<file path="src/rtl/alu_seq_pkg.sv">
`default_nettype none
// ============================================================================
//  Module      : alu_seq_pkg
//  Description : Shared definitions for the sequential ALU: the 16 opcode
//                encodings and the IDLE/BUSY state encoding used by the
//                handshake controller.
//  Revision    : 1.0  initial release
// ============================================================================
package alu_seq_pkg;

    localparam logic [3:0] ALU_PASS_S = 4'b0000;
    localparam logic [3:0] ALU_PASS_R = 4'b0001;
    localparam logic [3:0] ALU_INC_S  = 4'b0010;
    localparam logic [3:0] ALU_DEC_S  = 4'b0011;
    localparam logic [3:0] ALU_ADD    = 4'b0100;
    localparam logic [3:0] ALU_SUB    = 4'b0101;
    localparam logic [3:0] ALU_SHR1   = 4'b0110;
    localparam logic [3:0] ALU_SHL1   = 4'b0111;
    localparam logic [3:0] ALU_AND    = 4'b1000;
    localparam logic [3:0] ALU_OR     = 4'b1001;
    localparam logic [3:0] ALU_XOR    = 4'b1010;
    localparam logic [3:0] ALU_NOT_S  = 4'b1011;
    localparam logic [3:0] ALU_NEG_S  = 4'b1100;
    localparam logic [3:0] ALU_MUL    = 4'b1101;
    localparam logic [3:0] ALU_SHL_N  = 4'b1110;
    localparam logic [3:0] ALU_SHR_N  = 4'b1111;

    typedef enum logic [0:0] {
        IDLE = 1'b0,
        BUSY = 1'b1
    } state_t;

endpackage
`default_nettype wire

</file>
<file path="src/rtl/alu_seq_iter.sv">
`default_nettype none
// ============================================================================
//  Module      : alu_seq_iter
//  Description : Iterative engine for multi-bit shifts (one bit per cycle)
//                and, when ALU_MUL_EN is defined, an unsigned shift-add
//                multiply (WIDTH cycles).
//  Ports       : clk, rst_n         clock, async active-low reset
//                start              load operands and begin iterating
//                op                 ALU_SHL_N / ALU_SHR_N / ALU_MUL
//                a                  shift source, or multiplicand
//                b                  multiplier (multiply only)
//                cnt                shift distance (must be non-zero)
//                done               high during the final step
//                result, carry      value/carry produced by the final step
//  Config      : ALU_MUL_EN enables the multiply datapath.
//  Revision    : 1.0  initial release
// ============================================================================
module alu_seq_iter
    import alu_seq_pkg::*;
#(
    parameter int WIDTH = 16,
    localparam int CW   = $clog2(WIDTH)
) (
    input  logic             clk,
    input  logic             rst_n,
    input  logic             start,
    input  logic [3:0]       op,
    input  logic [WIDTH-1:0] a,
    input  logic [WIDTH-1:0] b,
    input  logic [CW-1:0]    cnt,
    output logic             done,
    output logic [WIDTH-1:0] result,
    output logic             carry
);

    localparam logic [CW:0] C_ONE = (CW+1)'(1);

    logic             r_active;
    logic [CW:0]      r_cnt;
    logic             r_shl;
    logic [WIDTH-1:0] r_val;
    logic             w_last;
    logic [WIDTH-1:0] w_val_next;
    logic             w_shift_out;

`ifdef ALU_MUL_EN
    localparam logic [CW:0] C_MUL_STEPS = (CW+1)'(WIDTH);

    logic               r_mul;
    logic [WIDTH-1:0]   r_mcand;
    // Upper half accumulates partial sums, lower half holds the remaining
    // multiplier bits; both shift right together each step.
    logic [2*WIDTH-1:0] r_prod;
    logic [WIDTH:0]     w_partial;
    logic [2*WIDTH-1:0] w_prod_next;
`else
    logic               w_unused_b;
    assign w_unused_b = ^b;
`endif

    always_ff @(posedge clk or negedge rst_n) begin
        if (!rst_n) begin
            r_active <= 1'b0;
            r_cnt    <= '0;
            r_shl    <= 1'b0;
            r_val    <= '0;
`ifdef ALU_MUL_EN
            r_mul    <= 1'b0;
            r_mcand  <= '0;
            r_prod   <= '0;
`endif
        end else if (start) begin
            r_active <= 1'b1;
            r_shl    <= (op == ALU_SHL_N);
            r_val    <= a;
            r_cnt    <= {1'b0, cnt};
`ifdef ALU_MUL_EN
            r_mul    <= (op == ALU_MUL);
            r_mcand  <= a;
            r_prod   <= {{WIDTH{1'b0}}, b};
            if (op == ALU_MUL) begin
                r_cnt <= C_MUL_STEPS;
            end
`endif
        end else if (r_active) begin
            r_cnt <= r_cnt - C_ONE;
            r_val <= w_val_next;
`ifdef ALU_MUL_EN
            r_prod <= w_prod_next;
`endif
            if (w_last) begin
                r_active <= 1'b0;
            end
        end
    end

    always_comb begin
        w_last      = (r_cnt == C_ONE);
        done        = r_active & w_last;
        w_val_next  = r_shl ? {r_val[WIDTH-2:0], 1'b0} : {1'b0, r_val[WIDTH-1:1]};
        w_shift_out = r_shl ? r_val[WIDTH-1] : r_val[0];
`ifdef ALU_MUL_EN
        w_partial   = {1'b0, r_prod[2*WIDTH-1:WIDTH]}
                    + (r_prod[0] ? {1'b0, r_mcand} : {(WIDTH+1){1'b0}});
        w_prod_next = {w_partial, r_prod[WIDTH-1:1]};
        result      = r_mul ? w_prod_next[WIDTH-1:0] : w_val_next;
        carry       = r_mul ? (|w_prod_next[2*WIDTH-1:WIDTH]) : w_shift_out;
`else
        result      = w_val_next;
        carry       = w_shift_out;
`endif
    end

endmodule
`default_nettype wire

</file>
<file path="src/rtl/alu_seq.sv">
`default_nettype none
// ============================================================================
//  Module      : alu_seq
//  Description : Registered ALU with valid/ready handshakes. Single-cycle
//                ops load the output register at the accept edge; shifts by
//                k>0 (and multiply when ALU_MUL_EN is defined) run in the
//                iterative engine while the FSM sits in BUSY.
//  Ports       : clk, rst_n              clock, async active-low reset
//                in_valid/in_ready       operand handshake
//                alu_op, r, s            opcode and operands
//                out_valid/out_ready     result handshake
//                y, n, z, c              result and N/Z/C flags
//                busy                    high while an iterative op runs
//  Config      : ALU_MUL_EN makes opcode 1101 an iterative multiply;
//                otherwise 1101 passes S through in one cycle.
//  Revision    : 1.0  initial release
// ============================================================================
module alu_seq
    import alu_seq_pkg::*;
#(
    parameter int WIDTH = 16
) (
    input  logic             clk,
    input  logic             rst_n,
    input  logic             in_valid,
    output logic             in_ready,
    input  logic [3:0]       alu_op,
    input  logic [WIDTH-1:0] r,
    input  logic [WIDTH-1:0] s,
    output logic             out_valid,
    input  logic             out_ready,
    output logic [WIDTH-1:0] y,
    output logic             n,
    output logic             z,
    output logic             c,
    output logic             busy
);

    localparam int             CW    = $clog2(WIDTH);
    localparam logic [WIDTH:0] C_ONE = (WIDTH+1)'(1);

    state_t           r_state;
    state_t           w_state_next;
    logic [WIDTH-1:0] r_y;
    logic             r_c;
    logic             r_n;
    logic             r_z;
    logic             r_out_valid;

    logic             w_accept;
    logic             w_multi;
    logic             w_load;
    logic [WIDTH:0]   w_single;
    logic [WIDTH:0]   w_r_ext;
    logic [WIDTH:0]   w_s_ext;
    logic [WIDTH-1:0] w_res_y;
    logic             w_res_c;
    logic [CW-1:0]    w_shift_k;
    logic [WIDTH-1:0] w_iter_a;
    logic             w_iter_done;
    logic [WIDTH-1:0] w_iter_result;
    logic             w_iter_carry;

    assign in_ready  = (r_state == IDLE) & (~r_out_valid | out_ready);
    assign w_accept  = in_valid & in_ready;
    assign w_shift_k = r[CW-1:0];
    assign w_r_ext   = {1'b0, r};
    assign w_s_ext   = {1'b0, s};
    assign w_iter_a  = (alu_op == ALU_MUL) ? r : s;

    assign out_valid = r_out_valid;
    assign y         = r_y;
    assign n         = r_n;
    assign z         = r_z;
    assign c         = r_c;
    assign busy      = (r_state == BUSY);

    // Which accepted ops go to the engine; a zero-distance shift is a plain pass.
    always_comb begin
        w_multi = 1'b0;
        case (alu_op)
            ALU_SHL_N,
            ALU_SHR_N: w_multi = (w_shift_k != '0);
`ifdef ALU_MUL_EN
            ALU_MUL:   w_multi = 1'b1;
`endif
            default:   w_multi = 1'b0;
        endcase
    end

    // {carry, value} for every single-cycle op; bit WIDTH is the carry/borrow.
    always_comb begin
        w_single = w_s_ext;
        case (alu_op)
            ALU_PASS_R: w_single = w_r_ext;
            ALU_INC_S:  w_single = w_s_ext + C_ONE;
            ALU_DEC_S:  w_single = w_s_ext - C_ONE;
            ALU_ADD:    w_single = w_r_ext + w_s_ext;
            ALU_SUB:    w_single = w_r_ext - w_s_ext;
            ALU_SHR1:   w_single = {s[0], 1'b0, s[WIDTH-1:1]};
            ALU_SHL1:   w_single = {s, 1'b0};
            ALU_AND:    w_single = {1'b0, r & s};
            ALU_OR:     w_single = {1'b0, r | s};
            ALU_XOR:    w_single = {1'b0, r ^ s};
            ALU_NOT_S:  w_single = {1'b0, ~s};
            ALU_NEG_S:  w_single = {(WIDTH+1){1'b0}} - w_s_ext;
            default:    w_single = w_s_ext;
        endcase
    end

    alu_seq_iter #(
        .WIDTH (WIDTH)
    ) u_iter (
        .clk    (clk),
        .rst_n  (rst_n),
        .start  (w_accept & w_multi),
        .op     (alu_op),
        .a      (w_iter_a),
        .b      (s),
        .cnt    (w_shift_k),
        .done   (w_iter_done),
        .result (w_iter_result),
        .carry  (w_iter_carry)
    );

    always_ff @(posedge clk or negedge rst_n) begin
        if (!rst_n) begin
            r_state <= IDLE;
        end else begin
            r_state <= w_state_next;
        end
    end

    always_comb begin
        w_state_next = r_state;
        case (r_state)
            IDLE:    if (w_accept && w_multi) w_state_next = BUSY;
            BUSY:    if (w_iter_done)         w_state_next = IDLE;
            default: w_state_next = IDLE;
        endcase
    end

    // Output register loads either a single-cycle result at accept or the
    // engine result on its final step; these never coincide because the
    // block cannot accept while BUSY.
    assign w_load  = (w_accept & ~w_multi) | ((r_state == BUSY) & w_iter_done);
    assign w_res_y = (r_state == BUSY) ? w_iter_result : w_single[WIDTH-1:0];
    assign w_res_c = (r_state == BUSY) ? w_iter_carry  : w_single[WIDTH];

    always_ff @(posedge clk or negedge rst_n) begin
        if (!rst_n) begin
            r_y         <= '0;
            r_c         <= 1'b0;
            r_n         <= 1'b0;
            r_z         <= 1'b1;
            r_out_valid <= 1'b0;
        end else if (w_load) begin
            r_y         <= w_res_y;
            r_c         <= w_res_c;
            r_n         <= w_res_y[WIDTH-1];
            r_z         <= (w_res_y == '0);
            r_out_valid <= 1'b1;
        end else if (w_accept || (r_out_valid && out_ready)) begin
            // Either the result was consumed, or an engine op just started
            // (which can only be accepted once any old result is consumed).
            r_out_valid <= 1'b0;
        end
    end

endmodule
`default_nettype wire

</file>
<file path="config.mk">
export PLATFORM = sky130hd
export DESIGN_NAME = alu_seq
export DESIGN_NICKNAME = d
export VERILOG_FILES = /design/src/rtl/alu_seq_pkg.sv /design/src/rtl/alu_seq_iter.sv /design/src/rtl/alu_seq.sv
export SDC_FILE = /design/constraint.sdc
export NUM_CORES = 1
export LEC_CHECK = 0
export CORE_MARGIN = 5
export CORE_UTILIZATION = 59
export DETAILED_ROUTE_END_ITERATION = 6
export PLACE_DENSITY = 0.83
export SLEW_MARGIN = 25
export SYNTH_ARGS = -nofsm -noshare
export SYNTH_HDL_FRONTEND = slang
export SYNTH_SLANG_ARGS = --single-unit
</file>
<file path="constraint.sdc">
create_clock -name clk -period 2.2 [get_ports clk]
set_input_delay 0.33 -clock clk [delete_from_list [all_inputs] [get_ports clk]]
set_output_delay 0.33 -clock clk [all_outputs]
set_load 0.1 [all_outputs]
</file>
==> run metrics, run 1 <==
outcome=aborted with a tool error; failing step=5_1_grt; tool error=[ERROR GRT-0232] Routing congestion too high. Check the congestion heatmap in the GUI.; total track usage=between 70% and 80%; FF+latch count, synth=between 40 and 50; hpwl dp=roughly 19000 um; Syn. warnings=0; Initial Util=~60%; GRT overflow=4; FFs w/ async S/R, synth=100%; row count=37; Die X=112 um; Synth area leader=dfrtp_1; number of synthesized flops with an enable pin=0; net count after synthesis=approximately 960; number of buffers inserted by hold repair at cts=0; Top Ports=62; synthesized cell area=6190 um2; root cell of the clock tree=clkbuf_8; clock sinks=43; synth top area cells=dfrtp_1 (17%), ha_1 (13%), nand2_1 (5.9%); Max Root-Sink Buffers=2; dominant synthesized flop cell=dfrtp_1; GP Congestion=around 1.0; Crit. endpoint post-GRT repair=z$_DFFE_PN1P_/D; Netlist cell types=79; sequential-to-total area share from yosys stat=around 17%; Post-Syn Instances=847; largest net degree at the start of global routing=44; CTS Buf Count=5; port bufs=a little over 60; top cell type's share of synthesized area=between 10% and 20%; die height=112 um; WEP type=sequential cell input; H-tree depth=2; Syn Area/Cell=roughly 7.3 um2
==> cell families after synthesis <==
family	share of synthesized area, %
AO/OA/AOI/OAI	32.5
AND/OR/NAND/NOR	21.3
buffers and inverters	7.13
adder cells (fa/ha/maj)	14.0
flip-flops	17.4
multiplexers	4.81
XOR/XNOR	2.83
==> synthesized netlist by cell type (all sizes together), types with 10 or more instances <==
master	count
o211ai	25
o31ai	10
dfrtp	42
xnor2	10
nor2	79
o21ai	76
nor2b	10
nand3	17
xor2	10
ha	66
clkbuf	26
inv	48
nand2	98
a21o	29
nand2b	10
nor3	32
mux2i	23
a21oi	72
buf	26
==> per-layer routing <==
metal  GRT overflow  global-route usage (%)
met4              1                    72.0
met5              0                    42.4
met1              1                    73.4
met3              0                    66.1
met2              2                    88.2
==> through the flow <==
| step | cells | instance area (um2) | utilization (%) | worst slack, ps | setup TNS [ps] |
|---|---|---|---|---|---|
| after floorplan | 847 | 6400 | - | -1230 | -12860 |
| after global placement | 1215 | 8520 | 82.9 | -1500 | -37980 |
| after detailed placement | 1215 | 8520 | 82.9 | -1590 | -42910 |
| after CTS | 1243 | 9280 | 90.3 | -702 | -7820 |
==> repair_timing <==
item                                    4_1_cts
hold endpoints to repair                      0
pin swaps                                    72
endpoints found under the setup margin       43
gates resized for setup                     145
setup buffers                                22
==> run 2, diff against run 1 <==
--- a/config.mk
+++ b/config.mk
@@ -6,9 +6,9 @@
 export NUM_CORES = 1
 export LEC_CHECK = 0
 export CORE_MARGIN = 5
-export CORE_UTILIZATION = 59
+export CORE_UTILIZATION = 40
 export DETAILED_ROUTE_END_ITERATION = 6
-export PLACE_DENSITY = 0.83
+export PLACE_DENSITY_LB_ADDON = 0.15
 export SLEW_MARGIN = 25
 export SYNTH_ARGS = -nofsm -noshare
 export SYNTH_HDL_FRONTEND = slang
==> run metrics, run 2 <==
commonest non-fill, non-tap cell in the layout=buf_4; startpoint types=primary input; largest net degree at the start of global routing=44; CTS Buf Count=5; Max VDD drop=0.000891 V; commonest cells after routing, fill and taps aside=buf_4 (251), nand2_1 (92), nor2_1 (70), a21oi_1 (62), ha_1 (56); first-pass detailed-route iteration total=5; clk_lat worst skew=~280 ps; Data arrival, critical path=between 3000 and 4000 ps; placed cell area=roughly 8700 um2; synthesized cell area=a little over 6000 um2; Placeable Area=15200 um2; CP endpoint kind=flop; total design power=approximately 0.0078 W; crit-path max cell delay=between 200 and 300 ps; H-tree depth=2; # DRC=0; number of synthesized flops with an enable pin=0; Setup WS post-layout=-801 ps; final non-filler cell area=about 9600 um2; Syn. warnings=0; routed len/inst=between 15 and 20 um; antenna violations before repair=1; RSZ-0062 raised after global routing=true; Worst Clk Skew=around 3.5 ps; die height=roughly 130 um; Max Cap Viol=0; Synth area leader=dfrtp_1; dpl cells=about 1300; Crit Path Class=in2reg; Worst-path clk slew=~60 ps; HP Class=reg2reg; vias per inst=between 5 and 6; FF+latch count, synth=43; FFs w/ async S/R, synth=100%; share of layout cells above drive strength 1=36.0%; outcome=finished with violations; Routed WL=around 24000 um; GP Congestion=around 0.97; R2R setup slack=-150 ps; net count after synthesis=about 960; row count=45; first-pass GRT wire length=between 30000 and 40000 um; antenna viol nets, final=0; GRT overflow=0; top cell type's share of synthesized area=between 15 and 20%; CP Data Required Time=2410 ps; Syn Area/Cell=about 7.3 um2; Int Pwr=0.00375 W; P&R area growth vs syn=55.0%; DP Worst Slack=-1560 ps; sequential cell area=1080 um2; vias in the first global route=7033; Sw Ratio=between 50 and 60%; Max Root-Sink Buffers=2; Lkg Pwr=roughly 4.6 nW; total track usage=about a quarter; Post-Layout Cell Count=approximately 1300; vias=roughly 7400; Max Slew Vio Count=0; sequential-to-total area share from yosys stat=17.4%; period utilization=136%; clock share of power=around 9.0%; final setup violation count=17; relative slew slack=between 60 and 70%; clock sinks=43; most frequent CP cell=buf_6; synth top area cells=dfrtp_1 (17%), ha_1 (13%), nand2_1 (5.9%); dominant synthesized flop cell=dfrtp_1; area taken by multi-input logic gates=5330 um2; Slowest cell on crit path=nor3_4; port bufs=61; Initial Util=40.7%; Final Net Count=about 1200; fillers=~1400; hpwl dp=~19000 um; commonest cells in the netlist=nand2_1 (98), nor2_1 (78), a21oi_1 (71), o21ai_0 (71), ha_1 (66); Netlist cell types=79; CP max FO=5; CTS tree=built; most frequent cell after synthesis=nand2_1; Die X=134 um; fmax=~330 MHz; number of diodes=0; hold_ws=~460 ps; Final Hold Vio Count=0; CP cell instances=buf_6 > buf_6 > nor3_4 > buf_6 > a21o_1 > ha_4 > o211ai_1 > o21ai_2 > nor3_2 > buf_4 > buf_4 > buf_6 > o21ai_1 > xnor2_1 > o211ai_1 > o21ai_2 > nand4b_1 > o21ai_1; Tightest Pin Transition=approximately 550 ps; Flop pwr share=a little under a fifth; failing checks=negative setup slack; power density cells=approximately 810 nW/um2; Initial DRC Count=644; Logic pwr share=72.7%; DIE AREA=approximately 18000 um2; Top Ports=just over 60; net load switching power=about 0.0041 W; Post-Syn Instances=847; Final Critical Period=about 3000 ps; root cell of the clock tree=clkbuf_16
[run 2: cell counts after synthesis]
Identical to the previous run, type by type.
[run 2: final timing paths]
kind | from | end | cells after the start
worst max-delay path | alu_op[3] | z | 18
worst min-delay path | y[1] | y[1] | 2
worst max register to register | busy | z | 10
worst min register to register | y[1] | y[1] | 2
max in group asynchronous | rst_n | z | 3
min in group asynchronous | rst_n | u_iter.r_cnt[2] | 2
[run 2: critical path, delay by kind of cell]
family | cells | cell delay [ps]
and+or+nand+nor | 3 | 600
buffers and inverters | 6 | 700
xor gates and xnor gates | 1 | 260
AOI/OAI and AO/OA | 7 | 1090
adders and majority gates | 1 | 220
[run 2: timing repair]
item	in CTS	in global routing
buffers inserted	15	11
gates resized for setup	110	49
cloned	0	1
setup endpoints to repair	38	18
endpoints found under the hold margin	13	0
hold buffers	1	0
pin swaps	69	52
[run 2: layout make-up]
class                           count  area share [%]
Multi-Input combinational cell    704            55.6
Timing Repair Buffer              318            27.4
Sequential cell                    43            11.3
Tap cell                          188            2.45
Inverter                           48            1.88
Clock buffer                        8            1.42
[run 2: per-stage QoR]
step	setup TNS [ps]	util, %
5_1_grt	-10980	63.1
4_1_cts	-8700	60.9
3_5_place_dp	-32450	56.9
2_1_floorplan	-12860	-
6_report	-8900	63.1
3_3_place_gp	-31340	56.9
[run 2: power groups by stage]
stage / Combinational, W / Sequential [W] / Clock [W]
after floorplan: 0.00224 / 0.00260 / 0
after detailed placement: 0.00523 / 0.00144 / 0
after CTS: 0.00550 / 0.00143 / 0.000716
final: 0.00567 / 0.00143 / 0.000704
after global routing: 0.00607 / 0.00147 / 0.000751
after global placement: 0.00519 / 0.00143 / 0
[run 2: metal layers]
metal  global-route usage [%]  vias to the layer above  wire [um]
met5                        0                        -         13
met3                     2.81                       25       1830
met1                     37.7                     3459      10900
met4                     5.83                        2        380
met2                     39.5                      295      10600
li1                         -                     3667          -
[run 2: cell families (layout without fill, tap and decap cells)]
family	count (synthesis)	after routing	synth area share, %
compound gates	303	303	32.5
simple gates	285	285	21.3
buf+inv	100	374	7.13
fa+ha+maj	68	68	14.0
flops	43	43	17.4
mux	28	28	4.81
xor+xnor	20	20	2.83
No activity file was read; power rests on OpenSTA's default activity.
==> run 3, diff against run 2 <==
--- a/config.mk
+++ b/config.mk
@@ -5,6 +5,7 @@
 export SDC_FILE = /design/constraint.sdc
 export NUM_CORES = 1
 export LEC_CHECK = 0
+export ABC_AREA = 1
 export CORE_MARGIN = 5
 export CORE_UTILIZATION = 40
 export DETAILED_ROUTE_END_ITERATION = 6
==> run metrics, run 3 <==
Initial Util=between 40% and 50%; Slowest cell on crit path=ha_4; commonest cells in the netlist=nand2_1 (370), inv_1 (168), nor2_1 (131); startpoint types=primary input; Syn Area/Cell=5.75 um2; fmax=around 410 MHz; clock share of power=between 10% and 20%; vias=8256; number of synthesized flops with an enable pin=0; first-pass GRT wire length=39000 um; routed len/inst=16.5 um; final setup violation count=13; power density cells=750 nW/um2; Placeable Area=between 15000 and 20000 um2; commonest non-fill, non-tap cell in the layout=nand2_1; top cell type's share of synthesized area=between 20% and 30%; clock sinks=43; GRT overflow=0; row count=46; Max Cap Viol=0; antenna viol nets, final=0; HP Class=in2async; number of diodes=0; Setup WS post-layout=-243 ps; Final Hold Vio Count=0; Flop pwr share=a little under a fifth; fillers=about 1400; Synth area leader=nand2_1; vias in the first global route=7838; Post-Syn Instances=roughly 1100; net count after synthesis=roughly 1200; final non-filler cell area=10500 um2; # DRC=0; Netlist cell types=37; sequential-to-total area share from yosys stat=around 17%; crit-path max cell delay=about 220 ps; Data arrival, critical path=between 2000 and 3000 ps; CTS tree=built; Final Critical Period=around 2400 ps; FFs w/ async S/R, synth=100%; Die X=136 um; Core Util, Final=about 66%; hpwl dp=about 19000 um; RSZ-0062 raised after global routing=true; FF+latch count, synth=43; Worst-path clk slew=~60 ps; largest net degree at the start of global routing=33; Initial DRC Count=about 700; die height=between 100 and 150 um; CTS Buf Count=5; dpl cells=1535; CP Data Required Time=between 2000 and 2500 ps; Max Slew Vio Count=0; period utilization=111%; Syn. warnings=0; Logic pwr share=a little under three quarters; net load switching power=0.00419 W; root cell of the clock tree=clkbuf_16; Crit Path Class=in2reg; Post-Layout Cell Count=approximately 1600; clk_lat worst skew=290 ps; port bufs=slightly above 60; CP endpoint kind=flop; total track usage=26.4%; DIE AREA=roughly 19000 um2; Sw Ratio=a little over half; dominant synthesized flop cell=dfrtp_1; hold_ws=about 360 ps; GP Congestion=between 0.9 and 1; CP max FO=7; share of layout cells above drive strength 1=39.6%; antenna violations before repair=0; synth top area cells=nand2_1 (22%), dfrtp_1 (17%), ha_1 (13%); failing checks=negative setup slack; placed cell area=~8600 um2; Lkg Pwr=~5.4 nW; Worst Clk Skew=approximately 6.5 ps; vias per inst=5.22; outcome=finished with violations; Max VDD drop=~0.00086 V; P&R area growth vs syn=64.5%; Final Net Count=between 1000 and 1500; relative slew slack=between 30% and 40%; Routed WL=approximately 26000 um; first-pass detailed-route iteration total=5; most frequent cell after synthesis=nand2_1; Top Ports=62; commonest cells after routing, fill and taps aside=nand2_1 (283), buf_4 (207), inv_1 (141), nor2_1 (98), nand2_2 (69); synthesized cell area=6360 um2; Int Pwr=0.00366 W; total design power=approximately 0.008 W; Tightest Pin Transition=between 900 and 1000 ps; Max Root-Sink Buffers=2; CP cell instances=buf_8 > inv_6 > nor2_4 > nand2_4 > buf_12 > o21ai_4 > ha_4 > buf_6 > nand2_4 > inv_4 > nand2_2 > nand2_2 > inv_2 > nand3b_1 > nand3_2 > nand3_2 > nand2_2 > nand2_1 > nor2_1 > nand2_1 > nor2_1 > nand4_1 > nand2_1; H-tree depth=2
[run 3: worst paths after layout]
check,endpoint,slack (ps),start,cells after the start
setup / recovery,z,-240,alu_op[2],23
hold / removal,y[0],360,rst_n,2
setup reg to reg,y[1],310,u_iter.r_cnt[1],9
hold reg to reg,z,480,z,2
max in group asynchronous,z,1270,rst_n,3
min in group clk,z,480,z,2
[run 3: area by class of cell]
class / instances / area (um2) / share of cell area, %
inverter: 168 / 656 / 6.26
timing repair buffer: 281 / 2450 / 23.4
multi-input combinational: 865 / 5840 / 55.8
sequential: 43 / 1080 / 10.3
tap: 216 / 270 / 2.58
clock buffer: 8 / 156 / 1.49
timing repair inverter: 1 / 16.3 / 0.155
[run 3: per-layer routing]
metal  GRT usage, %  share of wire, %
met1           34.7                42
met2           45.3                48
met3           2.70               6.6
met4           8.45               3.6
met5              0                 0
[run 3: cells by family after synthesis]
logic type	Yosys count	synth area share, %
fa+ha+maj	68	13.6
compound gates	162	14.6
xor+xnor	3	0.413
flops	43	16.9
mux	3	0.472
simple gates	629	41.2
buf+inv	198	12.8
[run 3: power groups by stage]
stage | logic, W | clock network [W] | registers, W
floorplan | 0.00221 | 0 | 0.00255
global placement | 0.00496 | 0 | 0.00142
detailed placement | 0.00500 | 0 | 0.00143
CTS | 0.00527 | 0.000794 | 0.00142
global route | 0.00607 | 0.000830 | 0.00148
finish | 0.00565 | 0.000784 | 0.00142
[run 3: critical path, delay by kind of cell]
family | cells | cell delay [ps]
fa+ha+maj | 1 | 220
buf+inv | 6 | 530
simple gates | 15 | 1430
compound gates | 1 | 150
[run 3: through the flow]
stage               setup WS [ps]  setup TNS, ps
finish                       -243          -1560
global route                 -379          -3170
CTS                          -193           -997
detailed placement          -1120         -16780
global placement            -1100         -15460
floorplan                   -76.4          -97.6
[run 3: repair_timing]
item,4_1_cts,5_1_grt
cloned,2,1
hold buffers,1,0
buffers inserted,22,14
pin swaps,99,119
gates resized for setup,220,176
setup endpoints to repair,18,17
endpoints found under the hold margin,1,0
